===== config.mk =====
export PLATFORM = sky130hd
export DESIGN_NAME = p2tdm
export DESIGN_NICKNAME = d
export VERILOG_FILES = /design/src/rtl/p2tdm.sv
export SDC_FILE = /design/constraint.sdc
export NUM_CORES = 1
export LEC_CHECK = 0
export BUFFER_PORTS_ARGS = -buffer_cell sky130_fd_sc_hd__buf_4
export CAP_MARGIN = 15
export CORE_ASPECT_RATIO = 1.4
export CORE_MARGIN = 2
export CORE_UTILIZATION = 30
export CTS_CLUSTER_DIAMETER = 80
export DETAILED_ROUTE_END_ITERATION = 7
export GPL_ROUTABILITY_DRIVEN = 0
export GPL_TIMING_DRIVEN = 1
export PLACE_DENSITY = 0.54
export SETUP_SLACK_MARGIN = 0.3
export SYNTH_ARGS = -nofsm -noshare
export SYNTH_HDL_FRONTEND = slang
export SYNTH_SLANG_ARGS = --single-unit

===== constraint.sdc =====
create_clock -name clk -period 6.45 [get_ports clk]
set_clock_uncertainty 0.2 [all_clocks]
set_input_delay 1.6125 -clock clk [delete_from_list [all_inputs] [get_ports clk]]
set_output_delay 1.6125 -clock clk [all_outputs]
set_load 0.01 [all_outputs]

===== src/rtl/p2tdm.sv =====
// Parallel-to-TDM serializer: 8x32-bit words in, sclk/fs/tdmout out.
// One holding buffer in front of a 256-bit shift register; fs marks the last bit of each frame.
module p2tdm #(
  parameter int CLKDIV_W = 8
) (
  input  logic                clk,
  input  logic                rstn,
  input  logic                enable,
  input  logic [CLKDIV_W-1:0] clkDiv,
  input  logic                pvalid,
  input  logic [255:0]        pdata,
  output logic                pready,
  output logic                sclk,
  output logic                fs,
  output logic                tdmout,
  output logic                frameStart,
  output logic                underrun,
  output logic [1:0]          state_dbg
);

  // Handshake: a word transfers on any rising clk edge where pvalid && pready.
  localparam logic [1:0] IDLE = 2'd0;
  localparam logic [1:0] SYNC = 2'd1;
  localparam logic [1:0] RUN  = 2'd2;

  logic [1:0]          state;
  logic [CLKDIV_W-1:0] div_reg;
  logic [CLKDIV_W-1:0] div_cnt;
  logic [CLKDIV_W-1:0] div_eff;
  logic [7:0]          bit_cnt;
  logic [7:0]          bit_nxt;
  logic [255:0]        shift;
  logic [255:0]        holding;
  logic [255:0]        load_src;
  logic                full;
  logic                div_tc;
  logic                frame_load;
  logic                accept;

  assign div_eff    = (clkDiv == '0) ? CLKDIV_W'(1) : clkDiv;
  assign div_tc     = (div_cnt == div_reg - CLKDIV_W'(1));
  assign frame_load = (state == SYNC) || (bit_cnt == 8'd0);
  assign load_src   = full ? holding : '0;
  assign bit_nxt    = bit_cnt - 8'd1;
  assign pready     = !full;
  assign accept     = pvalid && pready;
  assign state_dbg  = state;

  always_ff @(posedge clk or negedge rstn) begin
    if (!rstn) begin
      state      <= IDLE;
      div_reg    <= CLKDIV_W'(1);
      div_cnt    <= '0;
      bit_cnt    <= 8'd255;
      shift      <= '0;
      sclk       <= 1'b0;
      fs         <= 1'b0;
      tdmout     <= 1'b0;
      frameStart <= 1'b0;
      underrun   <= 1'b0;
    end else begin
      frameStart <= 1'b0;
      underrun   <= 1'b0;
      if (!enable) begin
        if (state == IDLE) div_reg <= div_eff;
        state   <= IDLE;
        div_cnt <= '0;
        bit_cnt <= 8'd255;
        sclk    <= 1'b0;
        fs      <= 1'b0;
        tdmout  <= 1'b0;
      end else if (state == IDLE) begin
        // Entering SYNC counts as the first launch: the sync slot starts here.
        div_reg <= div_eff;
        state   <= SYNC;
        div_cnt <= '0;
        bit_cnt <= 8'd255;
        sclk    <= 1'b0;
        fs      <= 1'b1;
        tdmout  <= 1'b0;
      end else if (div_tc) begin
        div_cnt <= '0;
        sclk    <= ~sclk;
        if (sclk) begin
          if (frame_load) begin
            state      <= RUN;
            shift      <= load_src;
            bit_cnt    <= 8'd255;
            fs         <= 1'b0;
            tdmout     <= load_src[255];
            frameStart <= 1'b1;
            underrun   <= !full;
          end else begin
            bit_cnt <= bit_nxt;
            tdmout  <= shift[bit_nxt];
            fs      <= (bit_nxt == 8'd0);
          end
        end
      end else begin
        div_cnt <= div_cnt + CLKDIV_W'(1);
      end
    end
  end

  // A consumed buffer is released one clk after the frameStart pulse.
  always_ff @(posedge clk or negedge rstn) begin
    if (!rstn) begin
      full    <= 1'b0;
      holding <= '0;
    end else if (state != IDLE && !enable) begin
      full <= 1'b0;
    end else if (accept) begin
      holding <= pdata;
      full    <= 1'b1;
    end else if (frameStart && !underrun) begin
      full <= 1'b0;
    end
  end

endmodule


## Yosys cells after proc, flatten, opt, wreduce, memory -nomap -nowiden

Index checks and enable logic that the tools add are counted.

| operators by class | value |
|---|---|
| $lt $le $gt $ge | 1 |
| multiplexer cells | 43 |
| add/subtract/negate cells | 3 |
| bitwise operators | 3 |
| equal/unequal tests | 5 |
| reduce and logical (&&, ||, !) cells | 17 |

Operator list:

| operator | number |
|---|---|
| $mux W256 | 1 |
| $mux W8 | 9 |
| $mux W1 | 27 |
| $logic_not A8 Y1 | 3 |
| $sub A8 B1 Y8 const B | 2 |
| $mux W2 | 5 |
| $lt A8 B9 Y1 const B | 1 |
| $ne A3 B1 Y1 const B | 3 |
| $add A8 B1 Y8 const B | 1 |
| $bmux W1 S8 | 1 |
| $eq A8 B8 Y1 | 1 |
| $reduce_and A5 Y1 | 1 |
| $reduce_and A2 Y1 | 2 |
| $logic_and A1 B1 Y1 | 3 |
| $logic_not A1 Y1 | 3 |
| $not A1 Y1 | 3 |
| $reduce_and A3 Y1 | 1 |
| $reduce_bool A3 Y1 | 1 |
| $eq A2 B1 Y1 const B | 1 |
| $logic_not A2 Y1 | 1 |
| $reduce_bool A2 Y1 | 1 |
| $logic_or A1 B1 Y1 | 1 |

| storage, ports and cells | value |
|---|---|
| word-level logic and storage cells | 84 |
| output and inout bits | 8 |
| register bits | 544 |

## Depth between registers and ports, before layout

Gate-level depths: netlist of the first run.

| logic depth | value |
|---|---|
| depth in word-level cells | 8 |
| depth in mapped cells | 16 |

## Worst setup path after synthesis of the first run

OpenSTA, ideal clock, no wires.

| timing | value |
|---|---|
| kind | register to register |
| start point | reg bit_cnt[0] |
| end point | reg tdmout |
| setup time | 125 ps |
| data arrival time | 4112 ps |
| data required time | 6125 ps |
| buffers on the path | 6 |
| stages on the path, launching flop included | 15 |
| slack | 2014 ps |
| cells stage by stage | dfstp_2 -> buf_2 -> buf_2 -> clkbuf_1 -> inv_1 -> clkbuf_1 -> ha_1 -> clkbuf_1 -> xor2_2 -> buf_2 -> mux4_2 -> a221oi_1 -> a21oi_1 -> a41oi_1 -> o21ai_1 |

| on the way | value |
|---|---|
| cells in the longest elaborated chain, start to end | 8 |
| elaborated cells between the ends (all ways) | 10 |

RTL lines:

| what | line | RTL |
|---|---|---|
| start: declaration | 30 | `logic [7:0] bit_cnt;` |
| start signal: assignment | 94 | `bit_cnt <= bit_nxt;` |
| $sub A8 B1 Y8 | 44 | `assign bit_nxt = bit_cnt - 8'd1;` |
| $bmux W1 S8 | 95 | `tdmout <= shift[bit_nxt];` |
| $mux W1 (implied by the code) | 95 |  |
| $mux W1 * | 85 | `if (frame_load) begin` |
| $mux W1 * | 84 | `if (sclk) begin` |
| $mux W1 * | 81 | `end else if (div_tc) begin` |
| $mux W1 * | 72 | `end else if (state == IDLE) begin` |
| $mux W1 * | 64 | `if (!enable) begin` |
| end signal: assignment | 90 | `tdmout <= load_src[255];` |
| end signal: assignment | 95 |  |
| end: declaration | 15 | `output logic tdmout,` |

Mark *: on every way between the ends. The rest lies on a longest branch, timed or not. The select of a mux whose other input is x is not followed.
A chain may end at the register's enable or synchronous reset.

## Worst setup path after layout of the first run

| timing | value |
|---|---|
| start point | reg div_reg[2] |
| end point | reg shift[116] |

| on the way | value |
|---|---|
| cells in the longest elaborated chain, start to end | 3 |

RTL lines:

| what | line | RTL |
|---|---|---|
| start: declaration | 27 | `logic [CLKDIV_W-1:0] div_reg;` |
| start signal: assignment | 65 | `if (state == IDLE) div_reg <= div_eff;` |
| start signal: assignment | 74 | `div_reg <= div_eff;` |
| $sub A8 B1 Y8 | 41 | `assign div_tc = (div_cnt == div_reg - CLKDIV_W'(1));` |
| $eq A8 B8 Y1 | 41 |  |
| $reduce_and A5 Y1 (no source line) | - |  |
| end signal: assignment | 87 | `shift <= load_src;` |
| end: declaration | 32 | `logic [255:0] shift;` |

Every way passes these cells.

==> results.cfg, run 1 <==
[status]
outcome = finished clean

[synth]
synth-seq-area-share_pct = 58.2
synth_edf_count = 0
syn_nets = 2288
synth_ff_type = dfrtp_1
ys_warn_count = 0
syn_area_per_cell_um2 = 11.6
synth_cell_type_count = 59
syn_inst = 2015
synth_area_um2 = 23400
synthArstFlopShare_pct = 100
synth-seq-cells = 544

[floorplanning]
fp.dieW_um = 240
dieArea_um2 = 80300
core_area_um2 = 77500
initial_core_util_pct = 30.2
rows = 121
io_pins = 276
fp.dieH_um = 335

[critical_path]
crit_chain = or4_4 > o211a_1 > a311oi_1 > a2111oi_4 > nand2_8 > buf_4 > o21ai_0
critPathArrivalTime_ns = 4.74
path_max_fanout = 184
start_kind = flip-flop
endpoint_kind = flip-flop
slowest_stage = buf_4
rr_worst_depth = 7
crit_required_ns = 6.69
r2r_slack_ns = 1.96
rr_startpoint = div_reg[2]$_DFFE_PN0P_
crit_type = reg2reg
r2r_end = shift[116]$_DFFE_PN0P_
critPathMaxStageDelay_ns = 0.90

[pwr]
p_leak_nw = 12.5
fin_total_pwr_mw = 9.84
ir_drop_v = 0.000212
p_per_area_nw_per_um2 = 347

[timing]
setup_tns_ns = 0
finalCriticalPeriod_ns = 4.49
clock.fmax_ghz = 0.223
fin_crit_sh_pct = 69.6
finalMaxSlewViolations = 0
rsz0062_at_grt = no
hold_viol_final = 0
setup_viol = 0
worst_slew_pin_slew_ns = 1.03
slew_headroom_pct = 31.5

[cts]
cts.path.max_buffers = 3
cts_tree = done
cts.repair.resized = 0
cts.clk_slew.worst_paths_ns = 0.06
cts_buffers = 57
post_cts_buffers = 0
cts_root_buf = clkbuf_16
cts.sinks = 544
ctsHoldBuffers = 0
worst_skew_pair.late_latency_ns = 0.62
h-tree-depth = 2

[final_layout]
drive_above_1_share_pct = 32.7
nets = 2498
top_regs = holding x256, shift x256
area_growth_pct = 21.1

[drt]
ant_nets = 0
drt_iter0_drc = 742
wl_um = 62900
routed_via_density = 4.71
vias = 15628
post-route-drc-count = 0
firstDrtPassIters = 5
drt-wirelength-per-cell_um = 18.9

[job]
drv_cap = 0

[placement]
dp_hpwl_um = 42400
io_buffers = 275

[min_path]
min_path_type = reg2reg
min_to = shift[208]$_DFFE_PN0P_
holdPathStages = 2
hold_start = shift[208]$_DFFE_PN0P_

[global_route]
grt_pass1_vias = 16381
grt_pass1_wl_um = 96900
track_usage_pct = 15.7
antenna_found_initial = 6
grt_start_max_net_pins = 193
gr-total-overflow = 0
[cell usage after synthesis (all sizes together) (2+ instances only)]
library cell / n / area (um2)
a2111oi: 3 / 45.1
a21o: 2 / 15.0
a21oi: 18 / 90.1
a22oi: 4 / 30.0
a311oi: 2 / 17.5
a31oi: 2 / 12.5
a41oi: 4 / 35.0
and2: 6 / 37.5
and3: 5 / 31.3
buf: 40 / 263
clkbuf: 104 / 390
dfrtp: 535 / 13400
dfstp: 9 / 236
ha: 5 / 62.6
inv: 11 / 41.3
mux2: 263 / 2960
mux2i: 10 / 100
mux4: 65 / 1460
nand2: 527 / 1980
nand2b: 2 / 12.5
nand3: 10 / 50.1
nand4: 7 / 43.8
nor2: 33 / 124
nor2b: 8 / 52.6
nor3: 10 / 50.1
nor3b: 2 / 15.0
nor4: 4 / 25.0
o2111ai: 3 / 26.3
o211ai: 7 / 52.6
o21a: 4 / 30.0
o21ai: 260 / 1300
o22ai: 2 / 12.5
or2: 2 / 12.5
or3: 3 / 18.8
or3b: 3 / 26.3
or4: 3 / 26.3
xnor2: 10 / 87.6
xor2: 13 / 121
[cell families after synthesis]
group	after synthesis	share of synthesized area, %
compound gates	320	7.47
flops	544	58.2
buf+inv	155	2.97
mux	338	19.3
fa+ha+maj	5	0.267
simple gates	630	10.9
xor+xnor	23	0.892
[power breakdown]
| part | leakage [nW] | total (mW) | switching [mW] | internal, mW |
|---|---|---|---|---|
| Clock | 0.942 | 3.38 | 1.41 | 1.97 |
| Combinational | 4.58 | 1.73 | 0.773 | 0.959 |
| Sequential | 6.96 | 4.73 | 0.500 | 4.23 |
[routing by layer]
layer | wire length, um | GRT usage, % | up-vias
li1 | - | - | 7352
met1 | 26300 | 19.6 | 7860
met2 | 32300 | 27.7 | 312
met3 | 2610 | 2.67 | 98
met4 | 1640 | 4.61 | 6
met5 | 45 | 0 | -
[how the worst max path moves through the flow]
stage / endpoint / from
after floorplan: tdmout$_DFFE_PN0P_ / bit_cnt[0]$_DFFE_PN1P_
after global placement: tdmout$_DFFE_PN0P_ / bit_cnt[0]$_DFFE_PN1P_
after detailed placement: tdmout$_DFFE_PN0P_ / bit_cnt[0]$_DFFE_PN1P_
after CTS: tdmout$_DFFE_PN0P_ / bit_cnt[0]$_DFFE_PN1P_
after global routing: shift[88]$_DFFE_PN0P_ / div_reg[2]$_DFFE_PN0P_
final: shift[116]$_DFFE_PN0P_ / div_reg[2]$_DFFE_PN0P_
[through the flow]
step           cells  setup WS, ns  cell area (um2)  util, %  hold WS (ns)
2_1_floorplan   2015          2.01            23400        -         0.245
3_3_place_gp    3209          1.78            26400     34.0         0.257
3_5_place_dp    3209          1.79            26400     34.0         0.266
4_1_cts         3315          1.79            28300     36.5         0.279
5_1_grt         3318          1.58            28300     36.6         0.300
6_report        3321          1.96            28400     36.6         0.274
[cell type report]
type,instances,area (um2)
Sequential cell,544,13600
Clock inverter,23,248
Fill cell,7742,49200
Inverter,11,41.3
Timing Repair Buffer,295,2300
Clock buffer,83,1680
Tap cell,1045,1310
Multi-Input combinational cell,1316,9140
Antenna cell,4,10.0
[placed cells by master (no fill, tap or decap), types with 4 or more instances in the layout]
cell type	n
clkbuf_16	57
mux2i_1	10
mux4_2	65
o21ai_0	189
o21a_1	4
inv_1	11
nor4_1	4
ha_1	4
buf_12	6
buf_4	288
nor2b_1	7
nand4_1	7
nand3_1	10
and3_1	5
and2_1	6
clkbuf_1	10
clkinvlp_4	6
dfrtp_1	534
clkbuf_8	16
mux2_2	263
diode_2	4
nor2_1	32
o21ai_1	71
bufinv_16	4
o211ai_1	7
xor2_1	12
dfstp_2	9
xnor2_1	10
nand2_1	526
a22oi_1	4
clkinv_2	9
a41oi_1	4
nor3_1	9
a21oi_1	18
[worst max-delay path: cells and delay by family, from the launching register on]
| family | cells | cell delay [ns] |
|---|---|---|
| DFF | 1 | 0.46 |
| AOI/OAI and AO/OA | 4 | 1.37 |
| buffers and inverters | 1 | 0.90 |
| and+or+nand+nor | 2 | 1.28 |
No activity file was read; power rests on OpenSTA's default activity.
==> run 2, diff against run 1 <==
PLACE_DENSITY = 0.55   (was 0.54)
clock period = 4 ns   (was 6.45 ns; I/O delays follow)
==> run 2 against run 1 <==
Net effect: sequential share of layout area fell by 0.23 points; hold slack worse by 0.11 ns; wire length grew 2.4%; critical path depth rose by 4; clock power up 55%; global-route usage grew 0.54 points.
==> results.cfg, run 2 (synthesized netlist as in run 1, its figures left out) <==
[floorplanning]
fp.dieH_um = 335
dieArea_um2 = 80300
core_area_um2 = 77500
rows = 121
fp.dieW_um = 240
initial_core_util_pct = 30.2
io_pins = 276

[placement]
pre_cts_ws_ns = 0.515
dp_hpwl_um = 45900
place_area_um2 = 26700
io_buffers = 275

[critical_path]
critPathMaxStageDelay_ns = 0.56
path_common_cell = nor2_1
crit_required_ns = 4.30
crit_chain = inv_1 > ha_1 > xor2_4 > buf_12 > mux4_2 > nor2_1 > nor2_1 > a221oi_1 > a21oi_1 > a41oi_1 > o21ai_1
start_kind = flip-flop
endpoint_kind = flip-flop
crit_type = reg2reg
critPathArrivalTime_ns = 3.77
slowest_stage = dfstp_2
path_max_fanout = 44

[cts]
cts_tree = done
cts.sinks = 544
worst_skew_pair.late_latency_ns = 0.62
cts.clk_slew.worst_paths_ns = 0.07
cts_buffers = 55
h-tree-depth = 2
cts.path.max_buffers = 3
cts_root_buf = clkbuf_16
post_cts_buffers = 0

[final_layout]
nets = 2516
final_cell_mix = 534 x dfrtp_1, 526 x nand2_1, 299 x buf_4
drive_above_1_share_pct = 32.9
final_common_cell = dfrtp_1
top_regs = holding x256, shift x256
area_growth_pct = 21.7
final_cell_area_um2 = 28500

[drt]
vias = 15660
post-route-drc-count = 0
firstDrtPassIters = 7
ant_nets = 0
routed_via_density = 4.70
drt_iter0_drc = 909
wl_um = 64400
drt-wirelength-per-cell_um = 19.3

[global_route]
track_usage_pct = 16.3
grt_pass1_wl_um = 101000
gr-total-overflow = 0
grt_pass1_vias = 16884
grt_start_max_net_pins = 154
antenna_found_initial = 4

[pwr]
swShare_pct = 28.2
switchingPower_mw = 4.47
p_leak_nw = 12.6
pwr-share-clk_pct = 33.1
power_frac_seq_pct = 48.3
fin_total_pwr_mw = 15.9
comb_power_share_pct = 18.6
p_per_area_nw_per_um2 = 557
ir_drop_v = 0.000356
internal_power_mw = 11.4

[timing]
setup_ws_ns = 0.530
clock.fmax_ghz = 0.288
whs_ns = 0.163
finalCriticalPeriod_ns = 3.47
fin_crit_sh_pct = 86.8
setup_tns_ns = 0
slew_headroom_pct = 22.0
rsz0062_at_grt = no
worst_slew_pin_slew_ns = 1.17
hold_viol_final = 0
finalMaxSlewViolations = 0
setup_viol = 0

[job]
drv_cap = 0

[status]
outcome = finished clean

[min_path]
min_path_type = in2async
run 2: cell types whose count changed in the layout (fill, tap and decap cells not counted), moves of 2 or more:
cell        delta
clkbuf_1       +5
diode_2        -3
clkbuf_8       -7
clkinv_4       +2
clkinvlp_4     -3
buf_12         +8
buf_4         +11
run 2: final cells by class:
class	count	area, um2
well taps	1045	1310
clock buffers	80	1580
inverters	11	41.3
repair buffers	315	2550
fillers	7702	49000
clock inverters	21	239
flip-flops and latches	544	13600
multi-input cells	1316	9140
diodes	1	2.50
run 2: metrics by stage:
step / utilization (%) / std cells
finish: 36.8 / 3333
global route: 36.8 / 3333
CTS: 36.7 / 3332
detailed placement: 34.4 / 3231
global placement: 34.4 / 3231
floorplan: - / 2015
run 2: what timing repair did:
item / in CTS / in global routing
hold buffers: 0 / 0
resized for setup: 0 / 1
endpoints found under the setup margin: 0 / 1
run 2: power by group through the flow:
stage                     clock network, mW  logic [mW]  registers, mW
after global placement                    0        2.97           7.73
after CTS                              5.41        3.04           7.68
final                                  5.25        2.96           7.66
after detailed placement                  0        3.02           7.77
after global routing                   5.62        3.29           7.81
after floorplan                           0        2.11           7.36
run 2: worst paths after layout:
check | startpoint | endpoint | slack, ns | cells past startpoint
min in group clk | shift[105]$_DFFE_PN0P_ | shift[105]$_DFFE_PN0P_ | 0.28 | 2
worst min register to register | shift[105]$_DFFE_PN0P_ | shift[105]$_DFFE_PN0P_ | 0.28 | 2
worst max-delay path | bit_cnt[1]$_DFFE_PN1P_ | tdmout$_DFFE_PN0P_ | 0.53 | 11
max in group asynchronous | rstn | holding[222]$_DFFE_PN0P_ | 2.34 | 2
worst min-delay path | rstn | shift[68]$_DFFE_PN0P_ | 0.16 | 1
worst max register to register | bit_cnt[1]$_DFFE_PN1P_ | tdmout$_DFFE_PN0P_ | 0.53 | 11
run 2: worst max-delay path, delay by kind of cell (launching register included):
kind / cells / cell delay [ns]
adders and majority gates: 1 / 0.31
AOI/OAI and AO/OA: 4 / 0.78
and+or+nand+nor: 2 / 0.20
DFF: 1 / 0.56
buffers and inverters: 2 / 0.41
xor gates and xnor gates: 1 / 0.24
muxes: 1 / 0.55
run 2: layer usage:
layer / GRT usage, % / share of wire [%] / up-vias
met1: 20.2 / 42 / 7819
met2: 28.4 / 51 / 342
met3: 2.72 / 4.3 / 103
met4: 5.55 / 3.2 / 6
li1: - / - / 7390
met5: 0 / 0.059 / -
==> run 3, diff against run 2 <==
BUFFER_PORTS_ARGS = unset   (was -buffer_cell sky130_fd_sc_hd__buf_4)
DONT_BUFFER_PORTS = 1   (was unset)
PLACE_DENSITY = 0.52   (was 0.55)
==> run 3 against run 2 <==
Net effect: die area did not move; flip-flop and latch count did not move; highest routed layer unchanged; non-clock buffer count fell by 285; largest power group unchanged; critical path type unchanged; the flow now finishes with violations (negative hold slack, max-slew violations); fmax fell by 3.0%; combinational power fell by 14%; cell area fell by 7.3%; sequential share of layout area rose by 3.7 points.
==> results.cfg, run 3 (synthesized netlist as in run 1, its figures left out) <==
[status]
outcome = complete, but fails checks
violations = negative hold slack, max-slew violations

[global_route]
antenna_found_initial = 43
grt_pass1_vias = 15668
grt_pass1_wl_um = 97200
grt_start_max_net_pins = 545
gr-total-overflow = 0
track_usage_pct = 15.8

[final_layout]
top_regs = holding x256, shift x256
drive_above_1_share_pct = 23.9
final_cell_area_um2 = 26400
final_cell_mix = 534 x dfrtp_1, 526 x nand2_1, 263 x mux2_2
area_growth_pct = 12.9
nets = 2231
final_common_cell = dfrtp_1

[critical_path]
crit_type = reg2reg
path_max_fanout = 216
crit_chain = inv_1 > ha_1 > or3_1 > a311o_1 > a2111oi_4 > buf_4 > nand2_8 > buf_16 > nand2_1 > o21ai_0
endpoint_kind = flip-flop
critPathMaxStageDelay_ns = 0.58
critPathArrivalTime_ns = 3.83
start_kind = flip-flop
crit_required_ns = 4.25
slowest_stage = dfstp_2

[floorplanning]
rows = 121
core_area_um2 = 77500
fp.dieW_um = 240
fp.dieH_um = 335
io_pins = 276
initial_core_util_pct = 30.2
dieArea_um2 = 80300

[drt]
ant_nets = 0
firstDrtPassIters = 4
routed_via_density = 4.81
wl_um = 62700
vias = 14712
drt-wirelength-per-cell_um = 20.5
drt_iter0_drc = 1077
post-route-drc-count = 0

[timing]
setup_ws_ns = 0.424
slew_headroom_pct = -13.3
finalCriticalPeriod_ns = 3.58
setup_tns_ns = 0
clock.fmax_ghz = 0.280
whs_ns = -0.0884
worst_slew_pin_slew_ns = 1.70
finalMaxSlewViolations = 147
hold_viol_final = 26
setup_viol = 0
fin_crit_sh_pct = 89.4
rsz0062_at_grt = no

[pwr]
p_per_area_nw_per_um2 = 595
fin_total_pwr_mw = 15.7
ir_drop_v = 0.000397
p_leak_nw = 11.2

[cts]
post_cts_buffers = 0
cts_tree = done
cts.path.max_buffers = 3
cts_buffers = 55
worst_skew_pair.late_latency_ns = 0.63
cts.clk_slew.worst_paths_ns = 0.06
cts.sinks = 544
h-tree-depth = 2
cts_root_buf = clkbuf_16

[job]
drv_cap = 0

[placement]
place_area_um2 = 24400
io_buffers = 0
pre_cts_ws_ns = 0.457
dp_hpwl_um = 43400

[min_path]
min_path_type = in2async
==> run 3: power breakdown <==
part,switching [mW],internal [mW]
Clock,2.28,3.22
Sequential,0.836,6.83
Combinational,1.17,1.38
Total,4.29,11.4
==> run 3: final cells by class <==
type,instances,area (um2)
Sequential cell,544,13600
Clock inverter,29,362
Fill cell,7835,51100
Timing Repair Buffer,30,337
Tap cell,1045,1310
Multi-Input combinational cell,1316,9150
Clock buffer,72,1570
Antenna cell,13,32.5
Inverter,11,41.3
==> run 3: worst paths after layout <==
kind                       slack (ns)                 endpoint  depth (start not counted)              startpoint
setup / recovery                 0.42    shift[68]$_DFFE_PN0P_                         10  div_reg[0]$_DFFE_PN1P_
hold / removal                  -0.09   shift[219]$_DFFE_PN0P_                          0                    rstn
max in group asynchronous        2.36  holding[63]$_DFFE_PN0P_                          0                    rstn
hold reg to reg                  0.28    shift[73]$_DFFE_PN0P_                          2   shift[73]$_DFFE_PN0P_
min in group clk                 0.26   bit_cnt[6]$_DFFE_PN1P_                          1                  enable
setup reg to reg                 0.42    shift[68]$_DFFE_PN0P_                         10  div_reg[0]$_DFFE_PN1P_
==> run 3: repair_timing <==
action / 4_1_cts / 5_1_grt
endpoints found under the hold margin: 535 / 288
endpoints found under the setup margin: 0 / 63
gates resized for setup: 0 / 3
==> run 3: through the flow <==
| step | util (%) | std cells |
|---|---|---|
| final | 34.1 | 3060 |
| after CTS | 34.0 | 3047 |
| after global routing | 34.1 | 3052 |
| after detailed placement | 31.5 | 2946 |
| after global placement | 31.5 | 2946 |
| after floorplan | - | 2015 |
==> run 3: routing by layer <==
metal	up-vias	wire length, um	global-route usage (%)
met5	-	203	0
met2	312	31900	27.6
met3	150	3550	4.23
li1	6828	-	-
met1	7388	25100	18.8
met4	34	1900	5.10
==> run 3: critical path: cells and delay by family, from the launching register on <==
kind            cells  cell delay (ns)
compound gates      3             0.90
simple gates        3             0.71
flops               1             0.58
buf+inv             3             0.54
fa+ha+maj           1             0.21
